[src/rtl/vector_pkg.sv]
// Shared types and address helper for the vector RAM read path.
package vector_pkg;

  typedef enum logic [1:0] {
    IDLE  = 2'd0,
    ISSUE = 2'd1,
    DRAIN = 2'd2
  } seq_state_e;

  // Element index served by one lane of one beat. The sum is formed at full
  // 32-bit width and only then reduced, so wrap-around past the end of the
  // vector is silent.
  function automatic int unsigned lane_addr(input int unsigned base,
                                            input int unsigned beat,
                                            input int unsigned lane,
                                            input int unsigned par,
                                            input int unsigned vlen);
    return (base + beat * par + lane) % vlen;
  endfunction

endpackage

[src/rtl/vector_out_reg.sv]
// Single-entry output register: holds one beat plus its last flag until the
// downstream side takes it. A new load may replace a beat that is leaving in
// the same cycle, which gives one beat per cycle at full throughput.
module vector_out_reg #(
  parameter int WIDTH = 128
) (
  input  logic             clk,
  input  logic             rst,
  input  logic             load,
  input  logic [WIDTH-1:0] load_data,
  input  logic             load_last,
  input  logic             out_ready,
  output logic             out_valid,
  output logic [WIDTH-1:0] out_data,
  output logic             out_last
);

  logic             valid_q, valid_d;
  logic             last_q, last_d;
  logic [WIDTH-1:0] data_q, data_d;

  // Load wins over drain; data is only replaced on a load so it stays stable
  // while the beat waits for out_ready.
  always_comb begin
    valid_d = valid_q;
    last_d  = last_q;
    data_d  = data_q;
    if (load) begin
      valid_d = 1'b1;
      last_d  = load_last;
      data_d  = load_data;
    end else if (out_ready) begin
      valid_d = 1'b0;
      last_d  = 1'b0;
    end
  end

  // Output register state.
  always_ff @(posedge clk or posedge rst) begin
    if (rst) begin
      valid_q <= 1'b0;
      last_q  <= 1'b0;
      data_q  <= '0;
    end else begin
      valid_q <= valid_d;
      last_q  <= last_d;
      data_q  <= data_d;
    end
  end

  assign out_valid = valid_q;
  assign out_last  = last_q;
  assign out_data  = data_q;

endmodule

[src/rtl/vector_read_sequencer.sv]
// Turns one (base, beats) read command into a stream of multi-lane read
// requests to vector_ram and returns the read data as an ordered beat stream
// with a last flag, keeping at most MAX_OUTSTANDING requests unanswered.
//
// Handshakes: a transfer happens on a rising clk edge where valid && ready
// are both high. A valid, once raised, holds together with its payload until
// that transfer; ready may change freely and never depends on valid of the
// same interface.
module vector_read_sequencer
  import vector_pkg::*;
#(
  parameter  int VECTOR_LENGTH   = 32,
  parameter  int DATA_WIDTH      = 32,
  parameter  int PARALLELISM     = 4,
  parameter  int MAX_OUTSTANDING = 4,
  localparam int ADDR_WIDTH      = $clog2(VECTOR_LENGTH),
  localparam int CNT_WIDTH       = ADDR_WIDTH + 1
) (
  input  logic                              clk,
  input  logic                              rst,
  input  logic                              cmd_valid,
  output logic                              cmd_ready,
  input  logic [ADDR_WIDTH-1:0]             cmd_base,
  input  logic [CNT_WIDTH-1:0]              cmd_beats,
  output logic [PARALLELISM*ADDR_WIDTH-1:0] req_addr,
  output logic                              req_write,
  output logic                              req_valid,
  input  logic                              req_ready,
  input  logic [PARALLELISM*DATA_WIDTH-1:0] resp_rdata,
  input  logic                              resp_rvalid,
  output logic                              resp_rready,
  output logic [PARALLELISM*DATA_WIDTH-1:0] out_data,
  output logic                              out_valid,
  output logic                              out_last,
  input  logic                              out_ready,
  output logic                              busy
);

  localparam int OUT_W = $clog2(MAX_OUTSTANDING + 1);

  seq_state_e            state_q, state_d;
  logic [ADDR_WIDTH-1:0] base_q, base_d;
  logic [CNT_WIDTH-1:0]  beats_q, beats_d;
  logic [CNT_WIDTH-1:0]  issue_cnt_q, issue_cnt_d;
  logic [CNT_WIDTH-1:0]  resp_cnt_q, resp_cnt_d;
  logic [OUT_W-1:0]      outstanding_q, outstanding_d;

  logic req_fire;
  logic resp_fire;
  logic resp_take;
  logic out_fire;
  logic load_last;

  assign cmd_ready   = (state_q == IDLE);
  assign busy        = (state_q != IDLE);
  assign req_write   = 1'b0;
  assign req_valid   = (state_q == ISSUE) && (outstanding_q < OUT_W'(MAX_OUTSTANDING));
  assign req_fire    = req_valid && req_ready;
  assign resp_rready = !out_valid || out_ready;
  assign resp_fire   = resp_rvalid && resp_rready;
  // A response with nothing outstanding is a protocol error: swallow it.
  assign resp_take   = resp_fire && (outstanding_q != '0);
  assign out_fire    = out_valid && out_ready;
  assign load_last   = (resp_cnt_q == beats_q - CNT_WIDTH'(1));

  // Lane addresses of the beat currently being issued.
  always_comb begin
    req_addr = '0;
    for (int i = 0; i < PARALLELISM; i++) begin
      req_addr[i*ADDR_WIDTH +: ADDR_WIDTH] =
        ADDR_WIDTH'(lane_addr(32'(base_q), 32'(issue_cnt_q), 32'(i),
                              PARALLELISM, VECTOR_LENGTH));
    end
  end

  // Next-state, command latch, issue/response counters and in-flight count.
  always_comb begin
    state_d       = state_q;
    base_d        = base_q;
    beats_d       = beats_q;
    issue_cnt_d   = issue_cnt_q;
    resp_cnt_d    = resp_cnt_q;
    outstanding_d = outstanding_q;

    if (resp_take) resp_cnt_d = resp_cnt_q + CNT_WIDTH'(1);

    case ({req_fire, resp_take})
      2'b10:   outstanding_d = outstanding_q + OUT_W'(1);
      2'b01:   outstanding_d = outstanding_q - OUT_W'(1);
      default: outstanding_d = outstanding_q;
    endcase

    case (state_q)
      IDLE: begin
        if (cmd_valid) begin
          base_d      = cmd_base;
          beats_d     = cmd_beats;
          issue_cnt_d = '0;
          resp_cnt_d  = '0;
          if (cmd_beats != '0) state_d = ISSUE;
        end
      end
      ISSUE: begin
        if (req_fire) begin
          issue_cnt_d = issue_cnt_q + CNT_WIDTH'(1);
          if (issue_cnt_q + CNT_WIDTH'(1) == beats_q) state_d = DRAIN;
        end
      end
      DRAIN: begin
        if (out_fire && out_last) state_d = IDLE;
      end
      default: state_d = IDLE;
    endcase
  end

  // Sequencer state registers.
  always_ff @(posedge clk or posedge rst) begin
    if (rst) begin
      state_q       <= IDLE;
      base_q        <= '0;
      beats_q       <= '0;
      issue_cnt_q   <= '0;
      resp_cnt_q    <= '0;
      outstanding_q <= '0;
    end else begin
      state_q       <= state_d;
      base_q        <= base_d;
      beats_q       <= beats_d;
      issue_cnt_q   <= issue_cnt_d;
      resp_cnt_q    <= resp_cnt_d;
      outstanding_q <= outstanding_d;
    end
  end

  vector_out_reg #(
    .WIDTH (PARALLELISM*DATA_WIDTH)
  ) u_out_reg (
    .clk       (clk),
    .rst       (rst),
    .load      (resp_take),
    .load_data (resp_rdata),
    .load_last (load_last),
    .out_ready (out_ready),
    .out_valid (out_valid),
    .out_data  (out_data),
    .out_last  (out_last)
  );

endmodule

[config.mk]
export PLATFORM = sky130hd
export DESIGN_NAME = vector_read_sequencer
export DESIGN_NICKNAME = d
export VERILOG_FILES = /design/src/rtl/vector_pkg.sv /design/src/rtl/vector_out_reg.sv /design/src/rtl/vector_read_sequencer.sv
export SDC_FILE = /design/constraint.sdc
export NUM_CORES = 1
export LEC_CHECK = 0
export CORE_MARGIN = 1.5
export CORE_UTILIZATION = 45
export CTS_BUF_LIST = sky130_fd_sc_hd__clkbuf_2
export CTS_CLUSTER_DIAMETER = 120
export DETAILED_ROUTE_END_ITERATION = 8
export PLACE_DENSITY = 0.9
export SKIP_LAST_GASP = 1
export SLEW_MARGIN = 0
export SYNTH_ARGS = -nofsm -noshare
export SYNTH_HDL_FRONTEND = slang
export SYNTH_HIERARCHICAL = 1
export SYNTH_SLANG_ARGS = --single-unit
[constraint.sdc]
create_clock -name clk -period 6.3 [get_ports clk]
set_input_delay 1.26 -clock clk [delete_from_list [all_inputs] [get_ports clk]]
set_output_delay 1.26 -clock clk [all_outputs]
set_load 0.02 [all_outputs]
-- After elaboration in Yosys (flattened, before gate mapping)
Index checks and enable logic that the tools add are counted.
- $add $sub $neg: 9
- $lt $le $gt $ge: 1
- equality and inequality tests: 11
- muxes and demuxes: 16
- reductions and logical operators: 18
- operators by type and width (cell ; number):
    $mux 6 ; 5
    $add 6x1->6 const B ; 2
    $eq 6x6->1 ; 2
    $pmux 6 s2 ; 1
    $add 5x2->5 const B ; 2
    $mux 2 ; 5
    $reduce_bool 2->1 ; 4
    $logic_and 1x1->1 ; 6
    $ne 2x2->1 const B ; 3
    $pmux 2 s3 ; 1
    $pmux 3 s2 ; 1
    $reduce_bool 6->1 ; 1
    $sub 6x1->6 const B ; 1
    $add 5x1->5 const B ; 1
    $add 5x5->5 ; 1
    $reduce_and 5->1 ; 1
    $eq 2x1->1 const B ; 2
    $eq 2x2->1 const B ; 2
    $ne 2x1->1 const B ; 2
    $add 3x1->3 const B ; 1
    $lt 3x3->1 const B ; 1
    $mux 1 ; 3
    $reduce_and 3->1 ; 1
    $reduce_bool 3->1 ; 1
    other kinds (5) ; 5
- register bits after elaboration: 158

-- Logic depth before layout (Yosys ltp)
- word-level depth: 7
- depth in mapped cells: 9
- mapped depth without buffers: 9

-- By module
Netlist, hierarchy kept.
- by module, submodules not included (module ; times used ; cells an instance ; area an instance (sq um) ; seq. area each (sq um)):
    vector_out_reg ; 1 ; 278 ; 5186.2 ; 3253.1
    vector_read_sequencer ; 1 ; 194 ; 1835.5 ; 700.7

-- Least setup slack after synthesis
No wires, ideal clock.
- kind: reg-to-output
- start point: register issue_cnt_q[0]
- end point: output req_addr[9]
- data arrival time: 1.999 ns
- required time: 5.040 ns
- setup slack: 3.041 ns
- cell stages (with the launch flop): 6
- buffers on the path: 1
- path through: dfrtp_1 > ha_1 > fa_1 > clkbuf_1 > nand3_1 > xor2_1
- word-level cells in the longest chain between the ends: 2
- RTL lines (what ; line ; source):
    start: declaration ; vector_read_sequencer.sv:44 ; logic [CNT_WIDTH-1:0] issue_cnt_q, issue_cnt_d;
    start signal: assignment ; vector_read_sequencer.sv:129 ; issue_cnt_q <= issue_cnt_d;
    $add 5x5->5 ; - ;
    via req_addr[3] ; vector_read_sequencer.sv:25 ; output logic [PARALLELISM*ADDR_WIDTH-1:0] req_addr,
    $add 5x1->5 ; vector_pkg.sv:18 ; return (base + beat * par + lane) % vlen;
    end: declaration ; vector_read_sequencer.sv:25 ;
The timed path passes the listed nets, and every way through them passes these cells.

-- Worst setup path in the final report
- start point: register issue_cnt_q[0]
- end point: output req_addr[14]
- word-level cells in the longest chain between the ends: 2
- RTL lines (what ; line):
    $add 5x5->5 ; vector_pkg.sv:18
    $add 5x2->5 ; vector_pkg.sv:18
No other way between the ends.

==> impl_metrics.py <==
metrics = {
    "status": {
        "status": "finished, final reports clean",
    },
    "sta": {
        "tns_ns": 0,
        "finalHoldViolations": 0,
        "drv_slew": 0,
        "fin_crit_ns": 4.41,
        "fmax_mhz": 227,
        "tightest_slew_ns": 1.14,
        "clock_skew_ns": 0.0536,
        "slew_headroom": 0.239,
        "grt_setup_unrepaired": "no",
        "setup_viol": 0,
        "post-route-period-util": 0.700,
        "holdWs_ns": 0.514,
    },
    "detailed_routing": {
        "viasPerCell": 5.03,
        "drtPass1Iterations": 5,
        "wl_per_cell_um": 17.9,
        "vias": 4881,
        "drc": 0,
        "drt-total-wl_mm": 17.4,
        "drtIter0Drc": 240,
        "antenna_left": 0,
    },
    "logic_synthesis": {
        "ys_top_cells_by_area": "dfrtp_1, mux2_4, mux2_2, xor2_1, buf_6",
        "synth_top_area_share": 0.563,
        "syn_area_um2": 7020,
        "synth_cell_types": 42,
        "seq_area_frac_synth": 0.563,
        "synth_nets": 628,
        "ys_seq_elements": 158,
        "syn_avg_cell_area_um2": 14.9,
        "synth_enable_flop_cells": 0,
        "synth_ff_type": "dfrtp_1",
        "yosysTopAreaCell": "dfrtp_1",
        "yosysWarnings": 6,
        "synthCells": 472,
        "synthArstFlopShare": 1.00,
    },
    "run": {
        "drv_cap": 0,
    },
    "clocking": {
        "numCtsBuffers": 17,
        "cts_sinks": 158,
        "cts_setup_buffers": 0,
        "postCtsHoldBufs": 0,
        "cts_resized": 0,
        "clock_latency_ns": 0.72,
        "ctsLongestPathBuffers": 2,
        "cts_root_buffer": "clkbuf_2",
        "cts_tree": "yes",
        "clkSlewWorstSetupHoldPaths_ns": 0.21,
        "htree_levels": 4,
    },
    "worst_setup_path": {
        "cp-start-kind": "flip-flop",
        "cp_cell_sequence": "ha_1 > fa_1 > xor2_1 > xnor2_1 > xor2_1 > clkdlybuf4s50_1",
        "cp_max_fo": 7,
        "worstPathRequired_ns": 5.04,
        "slowest_stage": "clkdlybuf4s50_1",
        "path_class": "reg2out",
        "crit_buf_inv": 1,
        "arrival_ns": 3.15,
        "cp-end-kind": "primary output",
        "critical_path.max_stage_delay_ns": 0.62,
        "cpLargestDelayFamily": "XOR/XNOR gates",
        "path_common_cell": "xor2_1",
    },
    "finish": {
        "drive_gt1_frac": 0.223,
        "finalNetCount": 924,
        "area_delta_synth_final_pct": 47.4,
        "fill_cells": 1054,
    },
    "die": {
        "core_area_um2": 15200,
        "core.rowCount": 45,
        "io-pin-count": 300,
        "die_h_um": 128,
        "die_x_um": 128,
        "initial_utilization": 0.462,
        "dieArea_um2": 16400,
    },
    "min_path": {
        "hold_class": "reg2reg",
    },
    "placed_design": {
        "place.gp.congestion": 0.814,
        "port_buffers": 298,
        "place_hpwl_mm": 13.1,
    },
    "power_and_ir_drop": {
        "peakVddDrop_mv": 0.451,
        "p_leak_nw": 4.53,
        "p_per_area_nw_per_um2": 530,
    },
    "global_route": {
        "grt_remaining_overflow": 0,
        "grt_usage": 0.219,
        "grt_pass1_vias": 5272,
        "antenna_found_initial": 1,
        "grt_max_degree": 71,
        "grt_pass1_wl_mm": 27.4,
    },
}
[registers in the layout, indices dropped and copies added (netlist names)]
| register | cells |
|---|---|
| u_out_reg/out_last | 1 |
| state_q | 2 |
| base_q | 5 |
| u_out_reg/out_data | 128 |
| issue_cnt_q | 6 |
| resp_cnt_q | 6 |
| beats_q | 6 |
| u_out_reg/out_valid | 1 |
| outstanding_q | 3 |
[cell families after synthesis]
kind of cell	after synthesis	synth area share
AOI/OAI and AO/OA	34	0.0305
xor gates and xnor gates	31	0.0387
adders and majority gates	11	0.0217
buffers and inverters	43	0.0378
DFF	158	0.563
muxes	136	0.264
other	1	0.000534
and+or+nand+nor	58	0.0435
[through the flow]
step	total power, mW	worst slack (ns)	area, um^2	std cells	utilization
finish	5.49	1.89	10400	970	0.681
global route	5.79	1.63	10400	970	0.681
CTS	5.54	1.75	10300	969	0.681
detailed placement	4.91	2.04	10100	937	0.663
global placement	4.81	2.17	10100	937	0.663
floorplan	3.53	1.57	7020	472	-
[worst register-to-register path: cells and delay by family, from the launching register on]
| family | cells | cell delay, ns |
|---|---|---|
| and+or+nand+nor | 2 | 0.41 |
| muxes | 1 | 0.43 |
| DFF | 1 | 0.47 |
| buffers and inverters | 2 | 1.51 |
[where the power goes]
group	internal [mW]	switching, mW	leakage, nW
sequential	1.44	0.321	1.86
combinational	1.67	1.45	2.52
clock	0.229	0.377	0.153
[layer usage]
layer | up-vias | track usage | wire, um
li1 | 2226 | - | -
met4 | 0 | 0.0813 | 408
met5 | - | 0 | 0
met2 | 207 | 0.379 | 9040
met3 | 31 | 0.0806 | 1300
met1 | 2417 | 0.247 | 6660
[cell usage after synthesis, types with 3 or more instances]
master / instances
buf_2: 7
o21ai_0: 17
or3_1: 4
buf_6: 10
nand3b_1: 3
mux2_2: 47
nand3_1: 10
inv_1: 18
nor2_1: 13
xnor2_1: 12
a21oi_1: 5
ha_1: 9
mux2_4: 87
xor2_1: 19
buf_4: 5
nand2_1: 16
dfrtp_1: 158
[cells in the final DEF, fill, tap and decap left out, types with 2 or more instances in the layout]
| cell | Yosys | layout |
|---|---|---|
| xnor2_1 | 12 | 12 |
| o31ai_1 | 2 | 2 |
| dfrtp_1 | 158 | 158 |
| buf_4 | 5 | 4 |
| xor2_1 | 19 | 19 |
| fa_1 | 2 | 2 |
| clkinvlp_4 | 0 | 3 |
| inv_1 | 18 | 16 |
| nand3b_1 | 3 | 3 |
| a21oi_1 | 5 | 5 |
| bufinv_16 | 0 | 3 |
| o21ai_0 | 17 | 17 |
| clkinv_2 | 0 | 2 |
| nand2_1 | 16 | 16 |
| nand2b_1 | 2 | 2 |
| mux2i_1 | 2 | 2 |
| or3_1 | 4 | 4 |
| ha_1 | 9 | 9 |
| clkbuf_2 | 1 | 17 |
| or4_1 | 2 | 2 |
| mux2_4 | 87 | 87 |
| mux2_2 | 47 | 47 |
| inv_8 | 0 | 2 |
| inv_6 | 0 | 5 |
| nand3_1 | 10 | 10 |
| nor2_1 | 13 | 13 |
| a21o_1 | 2 | 2 |
| clkdlybuf4s50_1 | 0 | 298 |
[path summary, 6_finish.rpt]
path	startpoint	slack [ns]	endpoint	cells after the start
max	issue_cnt_q[0]$_DFFE_PP0P_	1.89	req_addr[14]	6
max reg2reg	outstanding_q[2]$_DFFE_PP0P_	3.43	u_out_reg/out_data[15]$_DFFE_PP0P_	5
max in group asynchronous	rst	4.11	u_out_reg/out_data[79]$_DFFE_PP0P_	3
min reg2reg	outstanding_q[0]$_DFFE_PP0P_	0.51	outstanding_q[0]$_DFFE_PP0P_	1
min in group asynchronous	rst	0.96	u_out_reg/out_data[127]$_DFFE_PP0P_	2
min	outstanding_q[0]$_DFFE_PP0P_	0.51	outstanding_q[0]$_DFFE_PP0P_	1
[area by class of cell]
| type | count | area [um^2] | share of cell area |
|---|---|---|---|
| Sequential cell | 158 | 3950 | 0.382 |
| Timing Repair Buffer | 302 | 3010 | 0.291 |
| Multi-Input combinational cell | 271 | 2800 | 0.271 |
| Tap cell | 188 | 235 | 0.0227 |
| Clock inverter | 15 | 184 | 0.0178 |
| Clock buffer | 17 | 85.1 | 0.00822 |
| Inverter | 18 | 75.1 | 0.00725 |
| Antenna cell | 1 | 2.50 | 0.000242 |
Power figures use the tool's default switching activity.
